[config.mk]
export PLATFORM = sky130hd
export DESIGN_NAME = store_datapath_flat
export DESIGN_NICKNAME = d
export VERILOG_FILES = /design/src/rtl/store_datapath_if.sv /design/src/rtl/store_datapath.sv /design/src/flat_wrapper.sv
export SDC_FILE = /design/constraint.sdc
export NUM_CORES = 2
export LEC_CHECK = 0
export CORE_AREA = 5 5 569 571
export CTS_BUF_LIST = sky130_fd_sc_hd__clkbuf_4
export CTS_CLUSTER_SIZE = 28
export DETAILED_ROUTE_END_ITERATION = 7
export DIE_AREA = 0 0 574 576
export MAX_ROUTING_LAYER = met4
export SETUP_SLACK_MARGIN = 0.2
export SYNTH_ARGS = -nofsm -noshare
export SYNTH_HDL_FRONTEND = slang
export SYNTH_SLANG_ARGS = --single-unit
[constraint.sdc]
create_clock -name clk -period 4.1 [get_ports clk]
set_clock_uncertainty 0.05 [all_clocks]
set_input_delay 0.82 -clock clk [delete_from_list [all_inputs] [get_ports clk]]
set_output_delay 0.82 -clock clk [all_outputs]
set_load 0.02 [all_outputs]
[src/rtl/store_datapath_if.sv]
`default_nettype none
// ============================================================================
// Module      : store_datapath_if
// Description : Stream/handshake bundle for the SHAKE squeeze stage. The
//               master modport is the store_datapath side, which takes rate
//               blocks in and drives the word stream out. The slave modport
//               is the surrounding core/sink. Optional data_out_keep is
//               present when STORE_KEEP_EN is defined.
// Revision    : 1.0 - initial release
// ============================================================================
interface store_datapath_if #(
    parameter int W        = 64,
    parameter int RATE_MAX = 1344,
    parameter int SIZE_W   = 32
);
    logic                start;
    logic [1:0]          operation_mode;
    logic [SIZE_W-1:0]   output_size;
    logic                block_valid;
    logic                block_ready;
    logic [RATE_MAX-1:0] state_in;
    logic                squeeze_request;
    logic [W-1:0]        data_out;
    logic                data_out_valid;
    logic                data_out_ready;
    logic                last_output_word;
    logic                busy;
    logic                done;
`ifdef STORE_KEEP_EN
    logic [W/8-1:0]      data_out_keep;
`endif

    modport master (
`ifdef STORE_KEEP_EN
        output data_out_keep,
`endif
        input  start, operation_mode, output_size, block_valid, state_in, data_out_ready,
        output block_ready, squeeze_request, data_out, data_out_valid, last_output_word,
        output busy, done
    );

    modport slave (
`ifdef STORE_KEEP_EN
        input  data_out_keep,
`endif
        output start, operation_mode, output_size, block_valid, state_in, data_out_ready,
        input  block_ready, squeeze_request, data_out, data_out_valid, last_output_word,
        input  busy, done
    );
endinterface
`default_nettype wire

[src/rtl/store_datapath.sv]
`default_nettype none
// ============================================================================
// Module      : store_datapath
// Description : SHAKE squeeze stage. Accepts permuted rate blocks, shifts
//               them out LSB first as W-bit words on a valid/ready stream,
//               counts down the requested bit length and asks the core for
//               another permutation when a block runs dry. The final word is
//               zero-padded above the remaining bit count.
//               Define STORE_KEEP_EN to add the data_out_keep byte enables.
// Revision    : 1.0 - initial release
// ============================================================================
module store_datapath #(
    parameter int         W                 = 64,
    parameter int         RATE_MAX          = 1344,
    parameter int         SIZE_W            = 32,
    parameter logic [1:0] SHAKE128_MODE_VEC = 2'b00,
    parameter logic [1:0] SHAKE256_MODE_VEC = 2'b01
) (
    input  wire logic         clk,
    input  wire logic         rst,     // asynchronous, active low
    store_datapath_if.master  bus
);
    localparam int c_RATE_256  = 1088;
    localparam int c_DEPTH_128 = RATE_MAX / W;
    localparam int c_DEPTH_256 = c_RATE_256 / W;
    localparam int c_WL_W      = $clog2(c_DEPTH_128 + 1);
    localparam int c_KB_W      = $clog2(W + 8);
    localparam int c_KEEP_W    = W / 8;

    typedef enum logic [1:0] {
        S_IDLE       = 2'd0,
        S_WAIT_BLOCK = 2'd1,
        S_STREAM     = 2'd2
    } state_t;

    state_t              r_state;
    state_t              w_state_next;
    logic [RATE_MAX-1:0] r_piso;
    logic [c_WL_W-1:0]   r_words_left;
    logic [SIZE_W-1:0]   r_bits_left;
    logic                r_mode_256;
    logic                r_busy;
    logic                r_done;

    logic                w_mode_ok;
    logic                w_stream;
    logic                w_last;
    logic [c_KB_W-1:0]   w_bits_small;
    logic [W-1:0]        w_mask;
    logic                w_block_ready;
    logic                w_valid;
    logic                w_squeeze;

    assign w_mode_ok    = (bus.operation_mode == SHAKE128_MODE_VEC) ||
                          (bus.operation_mode == SHAKE256_MODE_VEC);
    assign w_stream     = (r_state == S_STREAM);
    // Last word whenever no more than one word's worth of bits remains.
    assign w_last       = w_stream && (r_bits_left <= SIZE_W'(W));
    // Only meaningful on the last word, where bits_left is at most W.
    assign w_bits_small = r_bits_left[c_KB_W-1:0];
    assign w_mask       = w_last ? ({W{1'b1}} >> (c_KB_W'(W) - w_bits_small)) : {W{1'b1}};

    // State register.
    always_ff @(posedge clk or negedge rst) begin
        if (!rst) begin
            r_state <= S_IDLE;
        end else begin
            r_state <= w_state_next;
        end
    end

    // Next-state decode and handshake-side outputs.
    always_comb begin
        w_state_next  = r_state;
        w_block_ready = 1'b0;
        w_valid       = 1'b0;
        w_squeeze     = 1'b0;
        case (r_state)
            S_IDLE: begin
                if (bus.start && w_mode_ok && (bus.output_size != '0)) begin
                    w_state_next = S_WAIT_BLOCK;
                end
            end
            S_WAIT_BLOCK: begin
                w_block_ready = 1'b1;
                if (bus.block_valid) begin
                    w_state_next = S_STREAM;
                end
            end
            S_STREAM: begin
                w_valid = 1'b1;
                if (bus.data_out_ready) begin
                    if (w_last) begin
                        w_state_next = S_IDLE;
                    end else if (r_words_left == c_WL_W'(1)) begin
                        // Block exhausted but bits remain: fetch another permutation.
                        w_state_next = S_WAIT_BLOCK;
                        w_squeeze    = 1'b1;
                    end
                end
            end
            default: begin
                w_state_next = S_IDLE;
            end
        endcase
    end

    // Request bookkeeping, PISO shifting and the done pulse.
    always_ff @(posedge clk or negedge rst) begin
        if (!rst) begin
            r_piso       <= '0;
            r_words_left <= '0;
            r_bits_left  <= '0;
            r_mode_256   <= 1'b0;
            r_busy       <= 1'b0;
            r_done       <= 1'b0;
        end else begin
            r_done <= 1'b0;
            case (r_state)
                S_IDLE: begin
                    if (bus.start && w_mode_ok) begin
                        if (bus.output_size == '0) begin
                            r_done <= 1'b1;
                        end else begin
                            r_busy      <= 1'b1;
                            r_bits_left <= bus.output_size;
                            r_mode_256  <= (bus.operation_mode == SHAKE256_MODE_VEC);
                        end
                    end
                end
                S_WAIT_BLOCK: begin
                    if (bus.block_valid) begin
                        // Bits above the SHAKE256 rate are never shifted out in that mode.
                        r_piso       <= bus.state_in;
                        r_words_left <= r_mode_256 ? c_WL_W'(c_DEPTH_256) : c_WL_W'(c_DEPTH_128);
                    end
                end
                S_STREAM: begin
                    if (bus.data_out_ready) begin
                        r_piso       <= r_piso >> W;
                        r_words_left <= r_words_left - c_WL_W'(1);
                        r_bits_left  <= (r_bits_left > SIZE_W'(W)) ? (r_bits_left - SIZE_W'(W)) : '0;
                        if (w_last) begin
                            r_busy <= 1'b0;
                            r_done <= 1'b1;
                        end
                    end
                end
                default: begin
                end
            endcase
        end
    end

    assign bus.block_ready      = w_block_ready;
    assign bus.data_out_valid   = w_valid;
    assign bus.squeeze_request  = w_squeeze;
    assign bus.data_out         = w_stream ? (r_piso[W-1:0] & w_mask) : '0;
    assign bus.last_output_word = w_last;
    assign bus.busy             = r_busy;
    assign bus.done             = r_done;

`ifdef STORE_KEEP_EN
    logic [c_KB_W-1:0] w_nbytes;
    // ceil(bits_left / 8) bytes on the final word.
    assign w_nbytes = (w_bits_small + c_KB_W'(7)) >> 3;
    assign bus.data_out_keep = !w_stream ? '0 :
                               w_last    ? ({c_KEEP_W{1'b1}} >> (c_KB_W'(c_KEEP_W) - w_nbytes)) :
                                           {c_KEEP_W{1'b1}};
`endif

endmodule
`default_nettype wire

[src/flat_wrapper.sv]
// flat-port wrapper written by rule: the top's interface ports become plain ports
module store_datapath_flat 
#(
    parameter int         W                 = 64,
    parameter int         RATE_MAX          = 1344,
    parameter int         SIZE_W            = 32,
    parameter logic [1:0] SHAKE128_MODE_VEC = 2'b00,
    parameter logic [1:0] SHAKE256_MODE_VEC = 2'b01
)
  (clk, rst, bus_start, bus_operation_mode, bus_output_size, bus_block_valid, bus_state_in, bus_data_out_ready, bus_block_ready, bus_squeeze_request, bus_data_out, bus_data_out_valid, bus_last_output_word, bus_busy, bus_done);
  store_datapath_if #(.W(W), .RATE_MAX(RATE_MAX), .SIZE_W(SIZE_W)) bus_i ();
  input  wire logic clk;
  input  wire logic rst;
  input wire logic [$bits(bus_i.start)-1:0] bus_start;
  input wire logic [$bits(bus_i.operation_mode)-1:0] bus_operation_mode;
  input wire logic [$bits(bus_i.output_size)-1:0] bus_output_size;
  input wire logic [$bits(bus_i.block_valid)-1:0] bus_block_valid;
  input wire logic [$bits(bus_i.state_in)-1:0] bus_state_in;
  input wire logic [$bits(bus_i.data_out_ready)-1:0] bus_data_out_ready;
  output wire logic [$bits(bus_i.block_ready)-1:0] bus_block_ready;
  output wire logic [$bits(bus_i.squeeze_request)-1:0] bus_squeeze_request;
  output wire logic [$bits(bus_i.data_out)-1:0] bus_data_out;
  output wire logic [$bits(bus_i.data_out_valid)-1:0] bus_data_out_valid;
  output wire logic [$bits(bus_i.last_output_word)-1:0] bus_last_output_word;
  output wire logic [$bits(bus_i.busy)-1:0] bus_busy;
  output wire logic [$bits(bus_i.done)-1:0] bus_done;
  assign bus_i.start = bus_start;
  assign bus_i.operation_mode = bus_operation_mode;
  assign bus_i.output_size = bus_output_size;
  assign bus_i.block_valid = bus_block_valid;
  assign bus_i.state_in = bus_state_in;
  assign bus_i.data_out_ready = bus_data_out_ready;
  assign bus_block_ready = bus_i.block_ready;
  assign bus_squeeze_request = bus_i.squeeze_request;
  assign bus_data_out = bus_i.data_out;
  assign bus_data_out_valid = bus_i.data_out_valid;
  assign bus_last_output_word = bus_i.last_output_word;
  assign bus_busy = bus_i.busy;
  assign bus_done = bus_i.done;
  store_datapath #(.W(W), .RATE_MAX(RATE_MAX), .SIZE_W(SIZE_W), .SHAKE128_MODE_VEC(SHAKE128_MODE_VEC), .SHAKE256_MODE_VEC(SHAKE256_MODE_VEC)) u_core (.clk(clk), .rst(rst), .bus(bus_i));
endmodule
Word-level counts from Yosys, hierarchy flattened
Index checks and enable logic that the tools add are counted.
{"block": "word_totals", "reg_bits": 1386, "elab_cells": 77, "output_inout_bits": 70}
{"block": "classes", "eq_ne": 11, "n_addsub": 3, "order_cmp": 2, "n_reduce_logical": 15, "mux": 36, "shift": 1, "bitwise": 2}
{"op": "$mux 1344", "count": 2}
{"op": "$pmux 1344 s2", "count": 1}
{"op": "$mux 32", "count": 4}
{"op": "$mux 64", "count": 2}
{"op": "$and 64x64->64", "count": 1}
{"op": "$pmux 32 s2", "count": 1}
{"op": "$shr 64x7->64 const A", "count": 1}
{"op": "$gt 32x7->1 const B", "count": 1}
{"op": "$le 32x7->1 const B", "count": 1}
{"op": "$logic_not 32->1", "count": 1}
{"op": "$reduce_bool 32->1", "count": 1}
{"op": "$sub 32x7->32 const B", "count": 1}
{"op": "$mux 1", "count": 14}
{"op": "$mux 2", "count": 5}
{"op": "$mux 5", "count": 2}
{"op": "$pmux 5 s2", "count": 1}
{"op": "$ne 2x2->1 const B", "count": 4}
{"op": "$reduce_and 4->1", "count": 2}
{"op": "$sub 7x7->7 const A", "count": 1}
{"op": "$pmux 2 s3", "count": 1}
{"op": "$reduce_and 3->1", "count": 2}
{"op": "$eq 5x1->1 const B", "count": 1}
{"op": "$reduce_and 5->1", "count": 1}
{"op": "$sub 5x1->5 const B", "count": 1}
{"op": "11 further kinds", "count": 18}

Depth between registers and ports, before layout
{"block": "depth", "ltp_word": 6, "depth_mapped": 11}

Worst setup path before layout
Ideal clock, no wire load.
{"block": "synth_path", "path_type": "flip-flop to output port", "from": "register u_core.r_bits_left[0]", "to": "output port bus_data_out[27]", "n_path_buf": 1, "arrival_ns": 2.465, "path_stages_with_launch": 9, "slack_ns": 0.765, "cell_sequence": "dfrtp_1 inv_1 ha_1 nor3b_4 a21oi_1 or2_2 clkbuf_1 or4_1 a21oi_1"}
{"block": "synth_between", "elab_chain_cells": 5, "elab_cells_between_ends": 7, "classes_between": "add/sub (1); order compare (1); shift (1); mux (2); bitwise (1); reduce/logical (1)"}
{"element": "start: declaration", "line": "store_datapath.sv:40", "text": "logic [SIZE_W-1:0] r_bits_left;"}
{"element": "start signal: assignment", "line": "store_datapath.sv:126", "text": "r_bits_left <= bus.output_size;"}
{"element": "start signal: assignment", "line": "store_datapath.sv:142", "text": "r_bits_left <= (r_bits_left > SIZE_W'(W)) ? (r_bits_left - SIZE_W'(W)) : '0;"}
{"element": "$sub 7x7->7 / $le 32x7->1 (equally long branches)", "line": "store_datapath.sv:61, store_datapath.sv:58"}
{"element": "$shr 64x7->64 / $logic_and 1x1->1 (equally long branches)", "line": "store_datapath.sv:61, store_datapath.sv:58"}
{"element": "$mux 64 (*)", "line": "store_datapath.sv:61", "text": "assign w_mask = w_last ? ({W{1'b1}} >> (c_KB_W'(W) - w_bits_small)) : {W{1'b1}};"}
{"element": "$and 64x64->64 (*)", "line": "store_datapath.sv:158", "text": "assign bus.data_out = w_stream ? (r_piso[W-1:0] & w_mask) : '0;"}
{"element": "$mux 64 (*)", "line": "store_datapath.sv:158"}
{"element": "end: declaration", "line": "flat_wrapper.sv:22", "text": "output wire logic [$bits(bus_i.data_out)-1:0] bus_data_out;"}
Every way passes the cells marked *; elsewhere a longest branch is shown, timed or not.

Worst setup path in the final report
{"block": "layout_path", "from": "register u_core.r_bits_left[2]", "to": "output port bus_data_out[28]"}
Same word-level chain as after synthesis.

==> out/metrics.yaml <==
outcome: "complete, but fails checks"
failed_checks: "negative setup slack"
rows: 207
crit_path_start_kind: "flip-flop"
finalNonFillerCells: 14974
cts.sinks: 1386
cpPeakStageDelay_ns: 0.54
critical_path_depth: 8
cp.arrival_ns: 3.67
clock_latency_ns: 1.35
vias_per_cell: 4.64
postSynthAreaPerCell_sq_um: 8.25
initial_core_util_pct: 19.8
synth_top_flop_cell: "dfrtp_1"
placed_area_sq_mm: 0.0824
rsz0062_at_grt: "yes"
drtPass1Iterations: 6
track_usage_pct: 21.8
synthToLayoutAreaGrowth_pct: 62.8
max_freq_mhz: 220
setup_slack_ns: -0.443
critPathMostFrequentCell: "buf_12"
rr_worst_depth: 7
syn_inst: 7610
critical_path_class: "flip-flop to output pin"
drcViolationCount: 0
max_slew_margin_pct: 23.7
root_buffer: "clkbuf_4"
grt_pass1_wl_microns: 510000
cts_buffers: 402
drt-wirelength-per-cell_microns: 24.5
ios: 1453
ir_drop_v: 0.000413
fill_cells: 32906
die-area_sq_mm: 0.331
worst-path-max-fanout: 6
worst_path_max_delay_cell: "or4_4"
clockBufferDepth: 4
fp.dieW_microns: 574
tightestPinTransition_ns: 1.14
path_cells: "or4_4, or3_4, a211oi_4, buf_12, buf_12, o21ai_4, a21boi_2, buf_6"
max_cap_viol_count: 0
hold_class: "primary input to flip-flop"
numPortBuffers: 1452
synth-seq-cells: 1386
antenna_found_initial: 149
gp_congestion: 0.940
async_flop_share_pct: 100
final_area_sq_mm: 0.102
ys_seq_area_share_pct: 55.3
dpl.hpwl_microns: 278000
min_period_ns: 4.54
synthDistinctLibCells: 61
grt_pass1_vias: 68880
hold_viol_final: 0
ys_warn_count: 0
p_total_w: 0.0708
dpl.cell_count: 12821
synth_edf_count: 0
drt-initial-drc-count: 6358
drive_gt1_share_pct: 9.89
clk_pin_slew_worst_paths_ns: 0.06
worstSetupEndpointType: "output pin"
p_per_area_mw_per_mm2: 693
synth_nets: 9001
required_ns: 3.23
nets: 11800
crit_family: "simple AND/OR/NAND/NOR gates"
grt_max_degree: 193
cts_tree: "done"
gr-total-overflow: 0
postRouteWirelength_microns: 367000
via_count: 69494
coreArea_sq_mm: 0.317
p_leak_nw: 42.3
ant_nets: 0
htree_num_levels: 5
period_share_pct: 111
crit_buf_inv: 3
finalSetupViolations: 63
syn_area_sq_mm: 0.0628
slew_violations: 0
die_height_microns: 576
hold_path_depth: 3
==> worst reg2reg max path, cell delays in order, from the launching register on <==
cell	delay, ns
dfrtp_1	0.42
nand2b_4	0.26
buf_4	0.23
inv_6	0.22
buf_12	0.30
buf_12	0.82
nand2_1	0.61
a31oi_1	0.27
==> path summary, 6_finish.rpt <==
kind | startpoint | to | slack (ns)
max | u_core.r_bits_left[2] | bus_data_out[28] | -0.44
min | bus_state_in[1104] | u_core.r_piso[1104] | 0.27
max reg2reg | u_core.r_state[0] | u_core.r_piso[538] | 0.78
min reg2reg | u_core.r_piso[833] | u_core.r_piso[769] | 0.41
max in group asynchronous | rst | u_core.r_piso[538] | 2.85
min in group asynchronous | rst | u_core.r_piso[1299] | 0.36
==> registers in the layout, indices dropped and copies added, names as in the netlist <==
signal and cells:
u_core.r_words_left 5, u_core.r_bits_left 32, u_core.bus.done 1, u_core.r_mode_256 1, u_core.r_state 2, u_core.bus.busy 1
u_core.r_piso 1344
==> cell type report <==
type	instances	area, sq um	area share [%]
Sequential cell	1386	34700	34.0
Timing Repair Buffer	3017	30600	29.9
Multi-Input combinational cell	5584	26300	25.8
Tap cell	4180	5230	5.12
Clock buffer	568	4260	4.17
Clock inverter	109	716	0.701
Antenna cell	112	280	0.274
Inverter	17	80.1	0.0784
Timing Repair inverter	1	8.76	0.00857
==> stage by stage <==
step | setup slack (ns) | hold slack, ns | util, % | setup TNS, ns
after global routing | -0.631 | 0.0433 | 32.2 | -33.62
after CTS | -0.708 | 0.000572 | 32.0 | -36.95
after global placement | -0.0586 | 0.435 | 26.0 | -0.0586
after floorplan | 0.765 | 0.412 | - | 0
final | -0.443 | 0.272 | 32.2 | -17.71
after detailed placement | -0.0220 | 0.435 | 26.0 | -0.0220
==> layer usage <==
metal | part of all wire (%) | GRT usage, % | vias to the layer above
met4 | 6.2 | 11.3 | 0
met3 | 6.7 | 3.94 | 851
met2 | 47 | 35.0 | 3343
met1 | 40 | 26.1 | 33640
li1 | - | - | 31660
met5 | 0 | - | -
==> kinds of logic after synthesis <==
group	after synthesis	share of synthesized area, %
buf+inv	641	4.00
simple gates	4045	24.7
compound gates	1522	15.8
fa+ha+maj	8	0.159
xor+xnor	6	0.0837
flops	1386	55.3
mux	2	0.0359
==> cell usage in the layout (no fill, tap or decap), types with 14 or more instances in the layout <==
cell	Yosys	final
nor2_1	1309	1302
clkinv_2	0	16
a22o_1	81	81
nand3_1	31	22
nor4_1	17	16
o21ai_0	15	14
nand2_1	2605	2602
buf_4	2	173
o2bb2ai_1	18	15
dfrtp_1	1386	1383
diode_2	0	112
dlygate4sd3_1	0	1309
nor3_1	20	14
a31oi_1	1283	1281
o22ai_1	23	23
clkinv_1	1	67
clkbuf_4	0	568
buf_6	0	75
buf_12	0	63
a21boi_2	0	16
clkdlybuf4s50_1	0	1383
==> cells in the mapped netlist, types with 15 or more instances <==
cell          n  share of area, %
a21oi_1      26              0.21
a22o_1       81               1.1
a31oi_1    1283                13
buf_2        78              0.62
clkbuf_1    541               3.2
dfrtp_1    1386                55
inv_1        16             0.096
nand2_1    2605                16
nand3_1      31              0.25
nor2_1     1309               7.8
nor3_1       20              0.16
nor4_1       17              0.17
o21ai_0      15              0.12
o22ai_1      23              0.23
o2bb2ai_1    18              0.25
==> report_power, final <==
part | internal [W] | switching, W
clock network | 0.00671 | 0.00671
logic | 0.0116 | 0.0192
registers | 0.0205 | 0.00605
==> repair_timing <==
action / 4_1_cts / 5_1_grt
hold buffers: 1310 / 0
cloned: 5 / 0
setup endpoints to repair: 68 / 66
endpoints found under the hold margin: 2388 / 0
resized for setup: 455 / 101
buffers inserted: 35 / 14
pin swaps: 38 / 31
Note: power is estimated with default switching activity, not from simulation.
